File: src/rtl/gcd_pkg.sv
// Shared types and sizing for the GCD engine and its downstream LCM stage.
package gcd_pkg;

  typedef enum logic [1:0] {
    IDLE = 2'd0,
    DIV  = 2'd1,
    MUL  = 2'd2,
    DONE = 2'd3
  } gcd_lcm_state_t;

  localparam int GCD_WIDTH = 32;

  // Bit-step counter width for a WIDTH-step sequential datapath.
  function automatic int cnt_width(input int width);
    return $clog2(width);
  endfunction

endpackage

File: src/rtl/gcd_seq_div.sv
// Iterative restoring divider, one quotient bit per cycle, MSB first.
// Latency: WIDTH cycles after start; done is high in the cycle whose edge retires the last bit.
// Backpressure: none; start is only honoured while idle, results hold until the next start.
module gcd_seq_div
  import gcd_pkg::*;
#(
  parameter int WIDTH = GCD_WIDTH
) (
  input  logic             clk,
  input  logic             rst,
  input  logic             start,
  input  logic [WIDTH-1:0] dividend,
  input  logic [WIDTH-1:0] divisor,
  output logic             busy,
  output logic             done,
  output logic [WIDTH-1:0] quotient,
  output logic [WIDTH:0]   remainder
);

  localparam int CW = cnt_width(WIDTH);

  logic [WIDTH-1:0] dvd;
  logic [WIDTH-1:0] dsr;
  logic [CW-1:0]    cnt;
  logic [WIDTH:0]   shifted;
  logic [WIDTH+1:0] trial;

  // Partial remainder stays below 2*divisor, so WIDTH+1 bits hold it and
  // the extra top bit of the trial difference is the borrow.
  assign shifted = {remainder[WIDTH-1:0], dvd[WIDTH-1]};
  assign trial   = {1'b0, shifted} - {2'b00, dsr};
  assign done    = busy && (cnt == '0);

  always_ff @(posedge clk) begin
    if (rst) begin
      busy      <= 1'b0;
      dvd       <= '0;
      dsr       <= '0;
      cnt       <= '0;
      quotient  <= '0;
      remainder <= '0;
    end else if (!busy) begin
      if (start) begin
        busy      <= 1'b1;
        dvd       <= dividend;
        dsr       <= divisor;
        cnt       <= CW'(WIDTH - 1);
        quotient  <= '0;
        remainder <= '0;
      end
    end else begin
      dvd <= {dvd[WIDTH-2:0], 1'b0};
      if (!trial[WIDTH+1]) begin
        remainder <= trial[WIDTH:0];
        quotient  <= {quotient[WIDTH-2:0], 1'b1};
      end else begin
        remainder <= shifted;
        quotient  <= {quotient[WIDTH-2:0], 1'b0};
      end
      if (cnt == '0) begin
        busy <= 1'b0;
      end else begin
        cnt <= cnt - 1'b1;
      end
    end
  end

endmodule

File: src/rtl/gcd_lcm.sv
// LCM stage after the GCD engine: lcm = (a / gcd) * b via sequential divide then shift-add multiply.
// Latency: out_valid 2*WIDTH+1 cycles after acceptance, 1 cycle when gcd is zero.
// Backpressure: one operation in flight; result held until out_ready, in_ready returns the cycle after.
module gcd_lcm
  import gcd_pkg::*;
#(
  parameter int WIDTH = GCD_WIDTH
) (
  input  logic             clk,
  input  logic             rst,
  input  logic             in_valid,
  output logic             in_ready,
  input  logic [WIDTH-1:0] a_in,
  input  logic [WIDTH-1:0] b_in,
  input  logic [WIDTH-1:0] gcd_in,
  output logic             out_valid,
  input  logic             out_ready,
  output logic [WIDTH-1:0] lcm,
  output logic             overflow,
  output logic             div_err
);

  localparam int CW = cnt_width(WIDTH);

  gcd_lcm_state_t     state;
  logic [2*WIDTH-1:0] acc;
  logic [2*WIDTH-1:0] mcand;
  logic [2*WIDTH-1:0] acc_step;
  logic [CW-1:0]      mcnt;

  logic               div_start;
  logic               div_done;
  logic               div_busy_unused;
  logic [WIDTH-1:0]   div_quo;
  logic [WIDTH:0]     div_rem_unused;

  assign div_start = (state == IDLE) && in_valid && in_ready && (gcd_in != '0);

  gcd_seq_div #(.WIDTH(WIDTH)) u_div (
    .clk       (clk),
    .rst       (rst),
    .start     (div_start),
    .dividend  (a_in),
    .divisor   (gcd_in),
    .busy      (div_busy_unused),
    .done      (div_done),
    .quotient  (div_quo),
    .remainder (div_rem_unused)
  );

  // Quotient is stable in the divider from the end of DIV until the next start,
  // so the multiplier walks its bits in place instead of copying it.
  assign acc_step = div_quo[mcnt] ? (acc + mcand) : acc;

  always_ff @(posedge clk) begin
    if (rst) begin
      state     <= IDLE;
      in_ready  <= 1'b0;
      out_valid <= 1'b0;
      lcm       <= '0;
      overflow  <= 1'b0;
      div_err   <= 1'b0;
      acc       <= '0;
      mcand     <= '0;
      mcnt      <= '0;
    end else begin
      case (state)
        IDLE: begin
          in_ready <= 1'b1;
          if (in_valid && in_ready) begin
            in_ready <= 1'b0;
            acc      <= '0;
            mcand    <= {{WIDTH{1'b0}}, b_in};
            mcnt     <= '0;
            if (gcd_in == '0) begin
              state     <= DONE;
              out_valid <= 1'b1;
              div_err   <= 1'b1;
              lcm       <= '0;
              overflow  <= 1'b0;
            end else begin
              state <= DIV;
            end
          end
        end
        DIV: begin
          if (div_done) begin
            state <= MUL;
          end
        end
        MUL: begin
          acc   <= acc_step;
          mcand <= {mcand[2*WIDTH-2:0], 1'b0};
          mcnt  <= mcnt + 1'b1;
          if (mcnt == CW'(WIDTH - 1)) begin
            state     <= DONE;
            out_valid <= 1'b1;
            lcm       <= acc_step[WIDTH-1:0];
            overflow  <= |acc_step[2*WIDTH-1:WIDTH];
          end
        end
        DONE: begin
          if (out_ready) begin
            state     <= IDLE;
            out_valid <= 1'b0;
            lcm       <= '0;
            overflow  <= 1'b0;
            div_err   <= 1'b0;
            in_ready  <= 1'b1;
          end
        end
        default: state <= IDLE;
      endcase
    end
  end

endmodule
File: config.mk
export PLATFORM = sky130hd
export DESIGN_NAME = gcd_lcm
export DESIGN_NICKNAME = d
export VERILOG_FILES = /design/src/rtl/gcd_pkg.sv /design/src/rtl/gcd_seq_div.sv /design/src/rtl/gcd_lcm.sv
export SDC_FILE = /design/constraint.sdc
export NUM_CORES = 1
export LEC_CHECK = 0
export ABC_AREA = 0
export BUFFER_PORTS_ARGS = -buffer_cell sky130_fd_sc_hd__buf_2
export CORE_MARGIN = 4
export CORE_UTILIZATION = 29
export DETAILED_ROUTE_END_ITERATION = 8
export GPL_ROUTABILITY_DRIVEN = 0
export PLACE_DENSITY = 0.41
export SLEW_MARGIN = 20
export SYNTH_ARGS = -nofsm -noshare
export SYNTH_HDL_FRONTEND = slang
export SYNTH_SLANG_ARGS = --single-unit
File: constraint.sdc
create_clock -name clk -period 4.55 [get_ports clk]
set_clock_uncertainty 0.1 [all_clocks]
set_input_delay 0.455 -clock clk [delete_from_list [all_inputs] [get_ports clk]]
set_output_delay 0.455 -clock clk [all_outputs]
set_load 0.02 [all_outputs]
# After elaboration in Yosys (flattened, before gate mapping)
# Index checks and enable logic that the tools add are counted.
op_classes:
  n_mux: 47
  reduce_logical: 22
  n_lt_le_gt_ge: 1
  bitwise_logic: 1
  mul: 0
  eq_ne: 10
  n_addsub: 4
  n_shift: 0
  div_mod_pow: 0
op_table:
  columns: ["cell", "n"]
  rows:
  - ["$mux 32", 11]
  - ["$pmux 64 s2", 2]
  - ["$mux 64", 3]
  - ["$pmux 32 s3", 1]
  - ["$add 64x64->64", 1]
  - ["$sub 33x32->34", 1]
  - ["$logic_not 32->1", 1]
  - ["$reduce_bool 32->1", 1]
  - ["$reduce_or 32->1", 1]
  - ["$mux 5", 4]
  - ["$mux 1", 14]
  - ["$mux 2", 5]
  - ["$pmux 5 s2", 1]
  - ["$ne 2x2->1 const B", 4]
  - ["$pmux 2 s4", 1]
  - ["$reduce_and 2->1", 4]
  - ["$reduce_and 4->1", 2]
  - ["$lt 5x6->1 const B", 1]
  - ["$pmux 1 s3", 2]
  - ["$reduce_bool 2->1", 3]
  - ["$add 5x1->5 const B", 1]
  - ["$bmux 1 s5", 1]
  - ["$eq 5x5->1 const B", 1]
  - ["$logic_and 1x1->1", 5]
  - ["11 further kinds", 14]
totals:
  inputBits: 100
  romBits: 0
  reg_bits: 305
  memories: 0
  ram_bits: 0
  word_cells: 101
  latchBits: 0
  out_inout_bits: 36

# Depth between registers and ports, before layout
# Gate-level depths: netlist of run 1.
depth:
  depth_word: 6
  depth_mapped: 16

# Cells and area by module
# A second synthesis of run 1 with hierarchy kept.
hier_totals:
  hier_cells: 2447
  hier_area_um2: 18769.3
by_module_without_submodules:
  columns: ["mod", "cells_per_inst", "area_per_inst_um2", "instances"]
  rows:
  - ["gcd_lcm", 1532, 11607.4, 1]
  - ["gcd_seq_div", 915, 7161.9, 1]

# Worst setup path after synthesis of run 1
# No wires, ideal clock.
synth_timing:
  kind: "register to register"
  start: "register acc[0]"
  end: "register overflow"
  stages_incl_launch_ff: 15
  period_less_slack_ns: 4.179
  path_buffers: 0
  setup_ns: 0.129
  slack_ns: 0.371
  arrival_time_ns: 3.950
  cell_sequence: "dfxtp_1 > ha_1 > fa_1 > a211oi_2 > nor4b_2 > nor4_4 > o211ai_2 > a31o_2 > a31oi_1 > mux2i_1 > o2111ai_1 > or4b_1 > or4_1 > nor4_1 > a31oi_1"
synth_via:
  elab_chain_len: 5
synth_rtl:
  columns: ["item", "line", "text"]
  rows:
  - ["start, declared", "gcd_lcm.sv:26", "logic [2*WIDTH-1:0] acc;"]
  - ["start signal, assigned", "gcd_lcm.sv:92", "acc <= acc_step;"]
  - ["$add 64x64->64", "gcd_lcm.sv:53", "assign acc_step = div_quo[mcnt] ? (acc + mcand) : acc;"]
  - ["$mux 64", "gcd_lcm.sv:53", null]
  - ["$reduce_or 32->1", "gcd_lcm.sv:99", "overflow <= |acc_step[2*WIDTH-1:WIDTH];"]
  - ["$mux 1", "gcd_lcm.sv:95", "if (mcnt == CW'(WIDTH - 1)) begin"]
  - ["$pmux 1 s3", "gcd_lcm.sv:67", "case (state)"]
  - ["end signal, assigned", "gcd_lcm.sv:99", null]
  - ["end, declared", "gcd_lcm.sv:19", "output logic overflow,"]
# Every way passes these cells. The select of a mux whose other input is x is not followed.
# A chain may end at the register's enable or synchronous reset.

# Final worst setup path of run 1
layout_timing:
  start: "register acc[2]"
  end: "register overflow"
# The elaborated chain is that of the path after synthesis.

==> summary.txt, run 1 <==
status = finished clean
# placed instances = 3273
1st-iter DRT viols = 1153
number of CTS-inserted buffers = 41
Avg Inst Size Synth = 7.56 um2
pin count of the biggest net entering global routing = 142
Die Footprint = 0.0666 mm2
f_max = 0.234 GHz
Worst Setup End Kind = register
Synthesized Nets = 2605
I/O Buffers = 135
Max-slew headroom = 0.317
register area share after synthesis = 0.337
YS warnings = 0
most common cell after layout, fill and taps aside = a21oi_1
via count = 17148
Final Non-Filler Cells = 3347
Hold Path Class = in2reg
most frequent cells in the layout = a21oi_1 (324), nor2_1 (318), nand2_1 (307), dfxtp_1 (304), o21ai_0 (136)
die height = 258 um
vias in the first global route = 16676
Vias/cell = 5.12
drt first pass iters = 5
number of clock sinks = 305
fin crit share = 0.939
P&R area growth vs syn = 17.1%
Yosys cell types = 81
CP Max Fanout = 5
critical path arrival = 4600 ps
Finish-stage setup viols = 0
worst vdd ir = 643 uV
GRT Util Overall = 0.168
Synth Flop Type = dfxtp_1
clock tree buffer depth = 3
CTS H-Tree Depth = 2
CTS tree = built
async set-reset flop share out of synthesis = 0
Setup crit start kind = register
clk_lat worst skew = 560 ps
leading area contributor after synthesis = dfxtp_1
unrepaired setup endpoints after global routing = no
Slew Limit Fails = 0
Routed Antenna Nets = 0
maxcap violations = 0
Core Region = 0.0618 mm2
Initial Util = 0.293
type of the worst setup path = reg2reg
Worst Path Required = 4870 ps
Root Driver = clkbuf_16
grt ovf = 0
Power Density = 628 mW/mm2
fin crit period = 4270 ps
FF/Latch Area = 0.00611 mm2
clk slew on worst S/H paths = 60 ps
# diodes = 0
Post-Synthesis Cell Area = 0.0181 mm2
Overall Power = 13.3 mW
Yosys top cell area share = 0.337
final hold vios = 0
TNS Setup = 0 ps
IO Pins = 136
first-pass GRT wire length = 92.6 mm
initial antenna violation count = 0
Synth Instances = 2400
FF+latch count, synth = 305
Pleak = 8.41 nW
share of layout cells above drive strength 1 = 0.118
Rows = 91
postcts setup bufs = 0
# DRC = 0
Die W = 258 um
final wirelength = 57.5 mm
Detail Placement HPWL = 40.4 mm
WL per Instance = 17.2 um
Fillers = 6671
synth top area cells = dfxtp_1 (34%), a21oi_1 (9.0%), ha_1 (7.1%), nor2_1 (6.6%), nand2_1 (6.4%)
number of flops mapped to enable cells by yosys = 0
Final #Nets = 2684
Worst-Margin Slew = 1020 ps
area of the multi-input gates = 0.0113 mm2
==> registers in the layout (all words and copies together), names as in the netlist <==
| signal | cells |
|---|---|
| acc | 64 |
| mcand | 64 |
| lcm | 32 |
| u_div.dsr | 32 |
| u_div.dvd | 32 |
| u_div.quotient | 32 |
| u_div.remainder | 32 |
| mcnt | 5 |
| u_div.cnt | 5 |
| state | 2 |
| div_err | 1 |
| in_ready | 1 |
| out_valid | 1 |
| overflow | 1 |
| u_div.busy | 1 |
==> timing repair <==
| item | 4_1_cts | 5_1_grt |
|---|---|---|
| hold buffers | 0 | 0 |
| pin swaps | 0 | 2 |
| setup endpoints to repair | 1 | 1 |
| resized for setup | 1 | 14 |
==> power breakdown <==
group	switching, mW	internal (mW)	leakage [nW]
registers	0.258	2.97	2.47
logic	3.93	2.86	5.26
clock network	1.27	2.04	0.683
==> Yosys cell counts (5+ instances only) <==
cell type and instances:
or3_1 23, xor2_1 35, dfxtp_1 305, mux2i_1 35
a31oi_1 10, nand2b_1 17, a311oi_1 5, o31ai_1 6
nand3_1 16, nand2_1 307, o21ai_1 7, inv_1 72
ha_1 103, a21o_1 32, and2_1 8, nor3_1 48
o31a_1 13, o21bai_1 20, o21ai_0 138, o21a_1 20
xnor2_1 49, and3_1 74, a22oi_1 64, a21boi_0 6
clkbuf_1 131, nor2_1 321, nor2b_1 9, a221oi_1 33
buf_1 15, or4_1 5, nand4_1 22, nor4_1 18
a211oi_1 9, a21oi_1 326, o211ai_1 10, nand3b_1 5
==> stage by stage <==
stage / worst slack [ps] / util / hold WS, ps / instance area, um2
after floorplan: 371 / - / 336 / 18100
after global placement: 59.7 / 0.320 / 347 / 19800
after detailed placement: 17.8 / 0.320 / 350 / 19800
after CTS: 24.3 / 0.342 / 9.44 / 21200
after global routing: 2.48 / 0.343 / 21.8 / 21200
final: 277 / 0.343 / 44.1 / 21200
==> metal layers <==
metal | vias to the layer above | track usage | routed length [um]
met5 | - | 0 | 0
met4 | 0 | 0.0460 | 1510
met3 | 78 | 0.0247 | 2510
met2 | 344 | 0.262 | 24900
met1 | 8039 | 0.242 | 28600
li1 | 8687 | - | -
==> critical path: stages, from the launching register on <==
cell      delay [ps]
dfxtp_1          330
ha_1             410
o21ai_0          170
o21ai_1          280
a21oi_1          170
a211oi_2         340
buf_4            200
a221o_1          290
o21ai_1          170
o31ai_1          340
xor2_1           140
a211o_1          330
or4_1            530
nor4_2           230
a31oi_1          110
==> worst paths after layout <==
| path | start | endpoint | slack, ps | depth (start not counted) |
|---|---|---|---|---|
| worst max-delay path | acc[2]$_SDFFE_PP0P_ | overflow$_SDFFE_PP0P_ | 280 | 14 |
| worst min-delay path | gcd_in[21] | u_div.dsr[21]$_SDFFE_PP0P_ | 40 | 3 |
| worst max register to register | acc[2]$_SDFFE_PP0P_ | overflow$_SDFFE_PP0P_ | 280 | 14 |
| worst min register to register | u_div.dsr[27]$_SDFFE_PP0P_ | u_div.dsr[27]$_SDFFE_PP0P_ | 350 | 2 |
==> layout make-up <==
cell class	count	share of cell area
Sequential cell	305	0.288
Tap cell	837	0.0493
Multi-Input combinational cell	1870	0.532
Clock inverter	14	0.00731
Inverter	73	0.0129
Clock buffer	60	0.0579
Timing Repair Buffer	188	0.0528
==> logic make-up after synthesis <==
kind of cell | after synthesis | share of synthesized area
AND/OR/NAND/NOR | 890 | 0.219
multiplexers | 44 | 0.0299
adder cells (fa/ha/maj) | 105 | 0.0733
AO/OA/AOI/OAI | 747 | 0.253
XOR/XNOR | 84 | 0.0406
buffers and inverters | 225 | 0.0475
flip-flops | 305 | 0.337
(Power assumes the default switching activity.)
==> inputs of run 2 (changes only) <==
CAP_MARGIN = 20   (was default)
REMOVE_ABC_BUFFERS = 1   (was default)
SLEW_MARGIN = default   (was 20)
==> run 2 against run 1 <==
Against the previous run: sequential cell count did not move; sequential share of layout area barely moved; maximum frequency fell by 0.36%; die area did not move; clock power fell by 3%; worst setup slack got worse by 15 ps; critical path depth did not move; critical endpoint unchanged.
==> summary.txt, run 2 (synthesis gave the netlist of run 1 again) <==
status = finished clean
WL per Instance = 17.5 um
# DRC = 0
first-pass GRT wire length = 94.3 mm
most common cell after layout, fill and taps aside = a21oi_1
GRT busiest layer = met2
fin crit period = 4290 ps
Overall Power = 13.3 mW
vias in the first global route = 17029
grt ovf = 0
share of layout cells above drive strength 1 = 0.120
CTS tree = built
f_max = 0.233 GHz
P&R area growth vs syn = 17.2%
Root Driver = clkbuf_16
Critical R2R Capture = overflow$_SDFFE_PP0P_
Detail Placement HPWL = 41.6 mm
clock power share = 0.243
Worst Setup End Kind = register
GRT Util Overall = 0.171
# placed instances = 3283
met1 usage = 0.241
Final Non-Filler Cells = 3358
beginning of the worst hold path = gcd_in[4]
number of clock sinks = 305
FF/Latch Area = 0.00611 mm2
Place WS = 49.1 ps
Die W = 258 um
R2R cell count = 14
CP Max Fanout = 6
Fillers = 6553
Power Density = 624 mW/mm2
Psw = 5.48 mW
# diodes = 0
most frequent cells in the layout = a21oi_1 (325), nor2_1 (318), nand2_1 (307), dfxtp_1 (304), o21ai_0 (136)
Gate power share = 0.516
die height = 258 um
Vias/cell = 5.18
switch share = 0.413
Worst-Margin Slew = 934 ps
GR Util met3 = 0.0268
clk slew on worst S/H paths = 60 ps
pin count of the biggest net entering global routing = 137
fin crit share = 0.943
critical path arrival = 4610 ps
Pleak = 8.41 nW
maxcap violations = 0
Setup WS post-layout = 261 ps
Routed Antenna Nets = 0
type of the worst setup path = reg2reg
Min Hold Slack = 38.0 ps
clock tree buffer depth = 3
via count = 17379
Core Region = 0.0618 mm2
worst vdd ir = 1240 uV
Hold Path Class = in2reg
Worst Path Required = 4870 ps
Seq pwr share = 0.242
Rows = 91
final wirelength = 58.9 mm
initial antenna violation count = 0
flop-to-flop setup slack = 260 ps
fin util = 0.344
IO Pins = 136
1st-iter DRT viols = 1184
Final #Nets = 2698
M2 GR Usage = 0.273
clk_lat worst skew = 570 ps
area of the multi-input gates = 0.0113 mm2
reg2reg start = mcand[9]$_SDFFE_PP0P_
worst hold stages = 3
Finish-stage setup viols = 0
Top Registers = acc (64), mcand (64)
number of CTS-inserted buffers = 40
CTS H-Tree Depth = 2
Max-slew headroom = 0.377
drt first pass iters = 5
hold path endpoint = u_div.dsr[4]$_SDFFE_PP0P_
final hold vios = 0
Internal Power = 7.80 mW
Initial Util = 0.293
Slew Limit Fails = 0
I/O Buffers = 135
Die Footprint = 0.0666 mm2
Setup crit start kind = register
==> run 2: cell count changes in the layout (fill, tap and decap cells not counted), moves of 2 or more <==
cell	previous run	this run
clkinv_2	7	3
clkbuf_16	43	41
clkbuf_1	8	11
clkinvlp_4	2	0
buf_4	50	65
==> run 2: cell type report <==
| cell class | count | share of cell area |
|---|---|---|
| repair buffers | 203 | 0.0576 |
| clock buffers | 61 | 0.0560 |
| well taps | 837 | 0.0493 |
| flip-flops and latches | 305 | 0.287 |
| clock inverters | 9 | 0.00618 |
| inverters | 73 | 0.0129 |
| multi-input cells | 1870 | 0.531 |
==> run 2: routing by layer <==
layer	share of wire	wire, um
met2	0.44	26200
met1	0.49	28700
met5	0	0
met3	0.046	2710
met4	0.023	1350
==> run 2: per-stage QoR <==
step	instance area [um2]	TNS, ps
after floorplan	17600	-237570
after global placement	19800	0
after detailed placement	19800	0
after CTS	21200	0
after global routing	21300	-2.90
final	21300	0
==> run 2: worst max-delay path by stage <==
stage | startpoint | end | slack [ps] | cells after the start
3_3_place_gp | acc[0]$_SDFFE_PP0P_ | overflow$_SDFFE_PP0P_ | 50 | 14
4_1_cts | mcand[0]$_SDFFE_PP0P_ | overflow$_SDFFE_PP0P_ | 20 | 16
5_1_grt | acc[0]$_SDFFE_PP0P_ | overflow$_SDFFE_PP0P_ | -3 | 14
6_report | mcand[9]$_SDFFE_PP0P_ | overflow$_SDFFE_PP0P_ | 260 | 14
2_1_floorplan | state[0]$_SDFFE_PP0P_ | mcnt[3]$_SDFFE_PP0P_ | -2850 | 7
3_5_place_dp | acc[0]$_SDFFE_PP0P_ | overflow$_SDFFE_PP0P_ | 50 | 14
==> run 2: worst max-delay path: stages (launching register included) <==
cell and delay, ps:
dfxtp_1 350, ha_1 400, nand4_1 140, nor4_1 290, a21o_1 220, o21ba_2 160, o21ai_0 70, buf_4 180
o311ai_0 560, xnor2_1 210, o21ai_0 170, or4b_1 480, or4_1 550, nor4_2 160, a31oi_1 110
==> run 2: power by group through the flow <==
stage	clock network [mW]	registers (mW)	logic [mW]
final	3.22	3.21	6.85
after global placement	0	3.25	6.85
after CTS	3.34	3.20	6.90
after floorplan	0	3.15	3.27
after global routing	3.44	3.25	7.70
after detailed placement	0	3.26	6.85
==> run 2: what timing repair did <==
item                                   4_1_cts  5_1_grt
endpoints found under the hold margin        1        0
pin swaps                                    1        8
setup endpoints to repair                    1        1
gates cloned                                 0        0
buffers inserted                             0        4
resized for setup                            0       12
hold buffers                                 1        0
